`config.mk`:
```
export PLATFORM = sky130hd
export DESIGN_NAME = claa_multiword_seq
export DESIGN_NICKNAME = d
export VERILOG_FILES = /design/src/rtl/claa_seq_pkg.sv /design/src/rtl/claa_multiword_seq_adder.sv /design/src/rtl/claa_multiword_seq.sv
export SDC_FILE = /design/constraint.sdc
export NUM_CORES = 1
export LEC_CHECK = 0
export CORE_UTILIZATION = 40
export CTS_BUF_LIST = sky130_fd_sc_hd__clkbuf_2 sky130_fd_sc_hd__clkbuf_4 sky130_fd_sc_hd__clkbuf_8
export CTS_CLUSTER_SIZE = 12
export DETAILED_ROUTE_END_ITERATION = 10
export PLACE_DENSITY = 0.66
export SETUP_SLACK_MARGIN = 0.05
export SYNTH_ARGS = -nofsm -noshare
export SYNTH_HDL_FRONTEND = slang
export SYNTH_SLANG_ARGS = --single-unit
export TNS_END_PERCENT = 30
```
`constraint.sdc`:
```
create_clock -name clk -period 7.7 [get_ports clk]
set_input_delay 0.77 -clock clk [delete_from_list [all_inputs] [get_ports clk]]
set_output_delay 0.77 -clock clk [all_outputs]
set_load 0.03 [all_outputs]
```
`src/rtl/claa_seq_pkg.sv`:
```
// Shared definitions for the multi-word carry-look-ahead sequencer.
//   WORD_W  : width of one adder slice (bits processed per cycle)
//   state_t : sequencer state encoding. The fourth code is unused and
//             recovers to IDLE.
package claa_seq_pkg;

   localparam int WORD_W = 16;

   typedef enum logic [1:0] {
      IDLE = 2'd0,
      RUN  = 2'd1,
      DONE = 2'd2
   } state_t;

endpackage

```
`src/rtl/claa_multiword_seq_adder.sv`:
```
// Carry_Look_Ahead_Adder_16bit: 16-bit two-level carry-look-ahead adder.
// The adder is split into four 4-bit groups. Carries inside a group come
// from that group's generate/propagate terms. Group carries come from
// expanded group G/P terms, so no carry ripples from one group to the next.
//   a, b : addends
//   cin  : carry into bit 0
//   s    : sum
//   cout : carry out of bit 15
module Carry_Look_Ahead_Adder_16bit (
   input  logic [15:0] a,
   input  logic [15:0] b,
   input  logic        cin,
   output logic [15:0] s,
   output logic        cout
);

   localparam int GRP    = 4;
   localparam int GRPS   = 16 / GRP;

   logic [15:0]     g, p;
   logic [GRPS-1:0] gg, gp;
   logic [GRPS:0]   gc;
   logic [15:0]     c;

   assign g = a & b;
   assign p = a ^ b;

   // Group generate/propagate terms.
   genvar j;
   generate
      for (j = 0; j < GRPS; j++) begin : g_grp
         assign gp[j] = &p[j*GRP +: GRP];
         assign gg[j] = g[j*GRP+3]
                      | (p[j*GRP+3] & g[j*GRP+2])
                      | (p[j*GRP+3] & p[j*GRP+2] & g[j*GRP+1])
                      | (p[j*GRP+3] & p[j*GRP+2] & p[j*GRP+1] & g[j*GRP]);
      end
   endgenerate

   // Look-ahead unit: each group carry is written directly in terms of cin.
   assign gc[0] = cin;
   assign gc[1] = gg[0] | (gp[0] & cin);
   assign gc[2] = gg[1] | (gp[1] & gg[0]) | (gp[1] & gp[0] & cin);
   assign gc[3] = gg[2] | (gp[2] & gg[1]) | (gp[2] & gp[1] & gg[0])
                | (gp[2] & gp[1] & gp[0] & cin);
   assign gc[4] = gg[3] | (gp[3] & gg[2]) | (gp[3] & gp[2] & gg[1])
                | (gp[3] & gp[2] & gp[1] & gg[0])
                | (gp[3] & gp[2] & gp[1] & gp[0] & cin);

   // In-group carries.
   always_comb begin
      c = '0;
      for (int k = 0; k < GRPS; k++) begin
         c[k*GRP]   = gc[k];
         c[k*GRP+1] = g[k*GRP] | (p[k*GRP] & gc[k]);
         c[k*GRP+2] = g[k*GRP+1] | (p[k*GRP+1] & g[k*GRP])
                    | (p[k*GRP+1] & p[k*GRP] & gc[k]);
         c[k*GRP+3] = g[k*GRP+2] | (p[k*GRP+2] & g[k*GRP+1])
                    | (p[k*GRP+2] & p[k*GRP+1] & g[k*GRP])
                    | (p[k*GRP+2] & p[k*GRP+1] & p[k*GRP] & gc[k]);
      end
   end

   assign s    = p ^ c;
   assign cout = gc[GRPS];

endmodule

```
`src/rtl/claa_multiword_seq.sv`:
```
// claa_multiword_seq: wide add/subtract that time-multiplexes one 16-bit
// carry-look-ahead adder. It handles one word per cycle, least significant
// word first. A carry flop passes the carry from each word to the next.
//   clk, rst        : clock, synchronous active-high reset
//   start           : request, sampled only in IDLE together with sub/cin/a/b
//   sub             : 1 = a - b, 0 = a + b + cin
//   cin             : add carry-in (ignored for subtract)
//   a, b            : WORDS*16-bit operands
//   busy            : high in RUN and DONE
//   done            : one-cycle result-valid pulse
//   s, cout, ovf    : result, carry out (1 = no borrow on subtract), and
//                     signed overflow
module claa_multiword_seq
   import claa_seq_pkg::*;
#(
   parameter int WORDS = 4
) (
   input  logic                    clk,
   input  logic                    rst,
   input  logic                    start,
   input  logic                    sub,
   input  logic                    cin,
   input  logic [WORDS*WORD_W-1:0] a,
   input  logic [WORDS*WORD_W-1:0] b,
   output logic                    busy,
   output logic                    done,
   output logic [WORDS*WORD_W-1:0] s,
   output logic                    cout,
   output logic                    ovf
);

   localparam int W  = WORDS * WORD_W;
   localparam int IW = $clog2(WORDS);
   localparam logic [IW-1:0] LAST = IW'(WORDS - 1);

   state_t          state, state_nxt;
   logic [W-1:0]    opa, opb;
   logic            carry;
   logic [IW-1:0]   idx;
   logic [WORD_W-1:0] add_a, add_b, add_s;
   logic            add_cout;
   logic            last;

   // The adder reads only registered operands, so no input reaches an
   // output combinationally.
   assign add_a = opa[idx*WORD_W +: WORD_W];
   assign add_b = opb[idx*WORD_W +: WORD_W];
   assign last  = (idx == LAST);

   Carry_Look_Ahead_Adder_16bit u_add (
      .a    (add_a),
      .b    (add_b),
      .cin  (carry),
      .s    (add_s),
      .cout (add_cout)
   );

   // State register.
   always_ff @(posedge clk) begin
      if (rst) state <= IDLE;
      else     state <= state_nxt;
   end

   // Next-state logic.
   always_comb begin
      state_nxt = IDLE;
      case (state)
         IDLE:    state_nxt = start ? RUN : IDLE;
         RUN:     state_nxt = last ? DONE : RUN;
         DONE:    state_nxt = IDLE;
         default: state_nxt = IDLE;
      endcase
   end

   // Outputs decoded from state.
   always_comb begin
      busy = 1'b0;
      done = 1'b0;
      case (state)
         RUN:     busy = 1'b1;
         DONE:    begin busy = 1'b1; done = 1'b1; end
         default: ;
      endcase
   end

   // Datapath. Subtract is a + ~b + 1: b is inverted when it is latched, and
   // the carry flop is preset to 1.
   always_ff @(posedge clk) begin
      if (rst) begin
         opa   <= '0;
         opb   <= '0;
         carry <= 1'b0;
         idx   <= '0;
         s     <= '0;
         cout  <= 1'b0;
         ovf   <= 1'b0;
      end else begin
         case (state)
            IDLE: if (start) begin
               opa   <= a;
               opb   <= sub ? ~b : b;
               carry <= sub | cin;
               idx   <= '0;
               s     <= '0;
               cout  <= 1'b0;
               ovf   <= 1'b0;
            end
            RUN: begin
               s[idx*WORD_W +: WORD_W] <= add_s;
               carry <= add_cout;
               if (last) begin
                  // idx is held here so it never wraps.
                  cout <= add_cout;
                  ovf  <= (opa[W-1] == opb[W-1]) && (add_s[WORD_W-1] != opa[W-1]);
               end else begin
                  idx <= idx + 1'b1;
               end
            end
            default: ;
         endcase
      end
   end

endmodule

```
==> metrics.cfg <==
[sta]
period_minus_slack_ns=3.95
setup_viol=0
rsz0062_at_grt=false
fmax_mhz=253
slew_viol_final=0
worst_pin_slew_ns=1.08
finalCritPeriodShare_pct=51.3
finalClockSkew_ns=0.0148
relSlewSlack_pct=28.1
tns_ns=0
final-hold-violation-count=0

[power_and_ir_drop]
power_frac_seq_pct=50.1
sw_frac_of_total_pct=29.3
power_mw=2.23
power.leakage_nw=4.10
p_switching_mw=0.653
p_per_area_mw_per_mm2=194
clockPowerShare_pct=31.3
p_int_mw=1.58
power.share.combinational_pct=18.6
vdd_ir_drop_max_mv=0.109

[clock_network]
cts_made_buffers=17
cts_resized=0
cts_tree=built
clkTransAtPathRegs_ns=0.10
post_cts_buffers=0
clk_path_buf_depth=2
cts_sinks=199
cts_max_level=4
cts_root_buf=clkbuf_8
clk_latency_ns=0.47
hold_buffers=0

[status]
status=finished clean

[global_routing]
antenna_found_initial=0
grt_usage_pct=22.4
grt_max_degree=114
grt_pass1_wl_um=38800
grt_pass1_vias=7325
grt_remaining_overflow=0

[route]
wl_um=24800
first_pass_iters=5
post_drt_via_cell_ratio=5.32
routed_wire_length_per_instance_um=17.4
drc=0
ant_nets=0
via_count=7577
drt_iter0_drc=420

[yosys]
yosys-top-cells-count=199 x dfxtp_1, 147 x nand2_1, 124 x nor2_1
synth_async_sr_flop_share_pct=0
yosys_warnings=0
synth.ff_latch_count=199
synth_largest_area_cell=dfxtp_1
yosysTopAreaCellShare_pct=44.5
netlist-cell-type-count=51
syn-cell-area_mm2=0.00895
synthCells=974
syn_avg_cell_area_um2=9.19
synth-edff-count=0
netlist_top_cells_area=dfxtp_1 45%, mux4_2 8.1%, xnor2_1 6.8%
synth.most_common_cell=dfxtp_1
ys_seq_area_share_pct=44.5
syn-num-nets=1134
synthFlopType=dfxtp_1

[floorplan]
dieArea_mm2=0.0230
die_height_um=152
start_util_pct=40.9
die_x_um=152
core_region_area_mm2=0.0219
rows=54
num_io_pins=201

[setup_path]
critPathMaxFanout=32
start_kind=flip-flop
critical_path_class=flip-flop to flip-flop
required_ns=8.09
worst_setup_path_end_kind=flip-flop
crit_arrival_ns=4.35

[job]
max_cap_violations=0

[cells_and_area]
antennaDiodeCount=0
area_delta_synth_final_pct=28.5
nets=1290
drive_above_1_share_pct=7.96
fillers=2060

[placed_design]
port_buffers=200
hpwl_um=18100
gp_congestion=0.856

[min_path]
hp-class=flip-flop to flip-flop

-- power groups by stage --
stage | Clock, mW | Combinational, mW | Sequential [mW]
2_1_floorplan | 0 | 0.260 | 1.13
3_3_place_gp | 0 | 0.412 | 1.14
3_5_place_dp | 0 | 0.416 | 1.14
4_1_cts | 0.711 | 0.417 | 1.12
5_1_grt | 0.761 | 0.455 | 1.13
6_report | 0.699 | 0.416 | 1.12
-- sequential cells by signal, summed over array words and instances (netlist names) --
signal	count
opa	64
opb	64
s	64
idx	2
state	2
carry	1
cout	1
ovf	1
-- through the flow --
stage / cell area, um2 / setup slack [ns] / cells / hold WS (ns) / utilization [%]
2_1_floorplan: 8950 / 4.12 / 974 / 0.433 / -
3_3_place_gp: 11100 / 3.83 / 1391 / 0.440 / 50.7
3_5_place_dp: 11100 / 3.73 / 1391 / 0.444 / 50.7
4_1_cts: 11500 / 3.70 / 1423 / 0.459 / 52.6
5_1_grt: 11500 / 3.46 / 1423 / 0.475 / 52.6
6_report: 11500 / 3.75 / 1423 / 0.458 / 52.6
-- cell families (layout without fill, tap and decap cells) --
| logic type | count (synthesis) | count (layout) | share of synthesized area (%) |
|---|---|---|---|
| and+or+nand+nor | 314 | 314 | 14.2 |
| xor gates and xnor gates | 72 | 72 | 7.05 |
| adders and majority gates | 27 | 27 | 4.11 |
| muxes | 32 | 32 | 8.05 |
| AOI/OAI and AO/OA | 243 | 243 | 18.2 |
| DFF | 199 | 199 | 44.5 |
| buffers and inverters | 87 | 256 | 3.90 |
-- routing by layer --
layer	share of wire [%]	up-vias	track usage, %
met3	5.9	40	4.28
met5	0	-	0
met4	2.6	0	7.92
met1	44	3524	29.5
met2	47	266	36.5
li1	-	3747	-
-- cell type report --
cell class	count	area (um2)	share of cell area (%)
multi-input combinational	688	4630	40.2
sequential	199	3990	34.6
timing repair buffer	210	2080	18.0
tap	280	350	3.04
clock buffer	19	249	2.16
clock inverter	13	163	1.41
inverter	14	52.6	0.457
-- worst max-delay path: stages (launching register included) --
cell      delay (ns)
dfxtp_2         0.55
buf_4           0.47
mux4_2          0.58
ha_1            0.33
a211oi_1        0.30
o21ai_1         0.20
a31oi_2         0.38
o21bai_1        0.12
fa_1            0.38
xor2_1          0.27
a22oi_1         0.12
nor2_1          0.14
-- placed cells by master (no fill, tap or decap), drive strengths merged, types with 5 or more instances in the layout --
cell / n
a21o: 8
dfxtp: 199
a211o: 5
clkbuf: 19
ha: 23
a211oi: 66
nand3: 18
nor2: 124
buf: 12
nor3: 8
mux4: 32
a22oi: 45
o21ai: 23
clkdlybuf4s50: 198
nand2: 147
a21oi: 77
xnor2: 69
inv: 19
-- final timing paths --
check	start	to	slack [ns]	cells after the start
worst max-delay path	idx[0]	s[57]	3.75	11
worst min register to register	opa[27]	opa[27]	0.46	2
worst max register to register	idx[0]	s[57]	3.75	11
worst min-delay path	opa[27]	opa[27]	0.46	2
Note: power is estimated with default switching activity, not from simulation.
==> variant (same settings) <==
Add an input register stage for `start`, `sub`, `cin`, `a` and `b`, with the module's reset; this delays them by one clock.
--- a/src/rtl/claa_multiword_seq.sv
+++ b/src/rtl/claa_multiword_seq.sv
@@ -33,6 +33,28 @@
    localparam int IW = $clog2(WORDS);
    localparam logic [IW-1:0] LAST = IW'(WORDS - 1);
 
+   logic start_q;
+   logic sub_q;
+   logic cin_q;
+   logic [WORDS*WORD_W-1:0] a_q;
+   logic [WORDS*WORD_W-1:0] b_q;
+
+   always_ff @(posedge clk) begin
+      if (rst) begin
+         start_q <= '0;
+         sub_q   <= '0;
+         cin_q   <= '0;
+         a_q     <= '0;
+         b_q     <= '0;
+      end else begin
+         start_q <= start;
+         sub_q   <= sub;
+         cin_q   <= cin;
+         a_q     <= a;
+         b_q     <= b;
+      end
+   end
+
    state_t          state, state_nxt;
    logic [W-1:0]    opa, opb;
    logic            carry;
@@ -65,7 +87,7 @@
    always_comb begin
       state_nxt = IDLE;
       case (state)
-         IDLE:    state_nxt = start ? RUN : IDLE;
+         IDLE:    state_nxt = start_q ? RUN : IDLE;
          RUN:     state_nxt = last ? DONE : RUN;
          DONE:    state_nxt = IDLE;
          default: state_nxt = IDLE;
@@ -96,10 +118,10 @@
          ovf   <= 1'b0;
       end else begin
          case (state)
-            IDLE: if (start) begin
-               opa   <= a;
-               opb   <= sub ? ~b : b;
-               carry <= sub | cin;
+            IDLE: if (start_q) begin
+               opa   <= a_q;
+               opb   <= sub_q ? ~b_q : b_q;
+               carry <= sub_q | cin_q;
                idx   <= '0;
                s     <= '0;
                cout  <= 1'b0;
Behaviour: not the same (a bounded check fails within 4 cycles, from zero or initial values and one cycle with rst high).
==> variant against the original RTL <==
Die area grew 38%. Non-clock buffer count shrank 1. Routed wire length grew 24%. Final area grew 38%. Worst setup slack lost 150 ps. Power grew 71%. Sequential cell count grew 131. Count of clock-buffer cells in the layout grew 57. Area after synthesis grew 39%. Critical path type unchanged.
==> variant: results (changes against the original RTL) <==
Detailed routing
  – Final WL: 30600 um (was 24800 um)
  – DRT iter0 DRCs: 712 (was 420)

Critical path
  – Crit path DAT: 4590 ps (was 4350 ps)
  – Crit-path slowest cell: dfxtp_2 (was mux4_2)
  – CP Max Fanout: 27 (was 32)

Global routing
  – Global-route wire length before repair: 48000 um (was 38800 um)

Pwr
  – Worst IR Drop VDD: 0.000112 V (was 0.000109 V)
  – Static leakage: 0.00571 uW (was 0.00410 uW)

Place
  – DP HPWL: 21400 um (was 18100 um)
  – Placer Congestion: 0.835 (was 0.856)
  – Pre-CTS WS: 3570 ps (was 3730 ps)

Clocking
  – CTS buffer count: 52 (was 17)
  – H-tree depth: 2 (was 4)
  – Clk Latency, worst-skew pair: 560 ps (was 470 ps)
  – Clock slew at reported path FFs: 60 ps (was 100 ps)

STA
  – Period Utilization, post-route: 53.3% (was 51.3%)
  – Hold_ws: 436 ps (was 458 ps)
  – Relative slew slack: 19.2% (was 28.1%)
  – Worst Clk Skew: 11.5 ps (was 14.8 ps)

Yosys
  – Flops & latches, synth: 330 (was 199)
  – Sequential fraction of the synthesis area: 53.2% (was 44.5%)
  – Net Count, Synth: 1389 (was 1134)
  – Top post-synthesis cells by area: dfxtp_1, nor2b_1, mux4_2, xnor2_1, nand2_1 (was dfxtp_1, mux4_2, xnor2_1, nand2_1, a211oi_1)

Layout
  – Nets: 1564 (was 1290)
  – Layout cells sized above 1: 11.1% (was 7.96%)

Status
  – Outcome: finished clean (unchanged)
==> variant: path summary, 6_finish.rpt <==
path                            start  cells past startpoint                    to
setup / recovery  idx[0]$_SDFFE_PP0P_                     12    s[45]$_SDFFE_PP0P_
hold / removal     a_q[60]$_SDFF_PP0_                      2  opa[60]$_SDFFE_PP0P_
setup reg to reg  idx[0]$_SDFFE_PP0P_                     12    s[45]$_SDFFE_PP0P_
hold reg to reg    a_q[60]$_SDFF_PP0_                      2  opa[60]$_SDFFE_PP0P_
==> variant: critical path: cells and delay by family, from the launching register on <==
family	cells	cell delay (ps)
DFF	1	640
AOI/OAI and AO/OA	6	1100
adders and majority gates	2	790
muxes	1	570
xor gates and xnor gates	1	300
buffers and inverters	1	520
and+or+nand+nor	1	120
==> variant: layout make-up <==
class                   instances  area share, %
clock inverters                19           1.44
repair buffers                209           13.2
clock buffers                  76           6.12
inverters                      10          0.237
flip-flops and latches        330           41.7
multi-input cells             801           34.2
well taps                     396           3.13
==> variant: layer usage <==
layer	GRT usage [%]	routed length, um
met5	0	0
met4	6.71	771
met3	2.92	1500
met2	31.5	14200
met1	26.4	14200
==> variant: through the flow <==
step / cells / utilization [%] / instance area (um2) / total power, uW
finish: 1841 / 51.8 / 15900 / 3810
global route: 1841 / 51.8 / 15900 / 3970
CTS: 1841 / 51.8 / 15900 / 3850
detailed placement: 1746 / 47.9 / 14700 / 2200
global placement: 1746 / 47.9 / 14700 / 2190
floorplan: 1229 / - / 12400 / 2050
==> variant: kinds of logic (layout without fill, tap and decap cells) <==
group	Yosys count	in the layout	share of synthesized area (%)
AO/OA/AOI/OAI	228	228	12.4
flip-flops	330	330	53.2
adder cells (fa/ha/maj)	27	27	2.96
buffers and inverters	98	314	3.18
multiplexers	33	33	5.88
XOR/XNOR	73	73	5.21
AND/OR/NAND/NOR	440	440	17.1
==> variant: power by group <==
part           internal [uW]  total (uW)  switching (uW)
sequential              1780        1830            51.7
clock                    982        1650             670
combinational            162         324             162
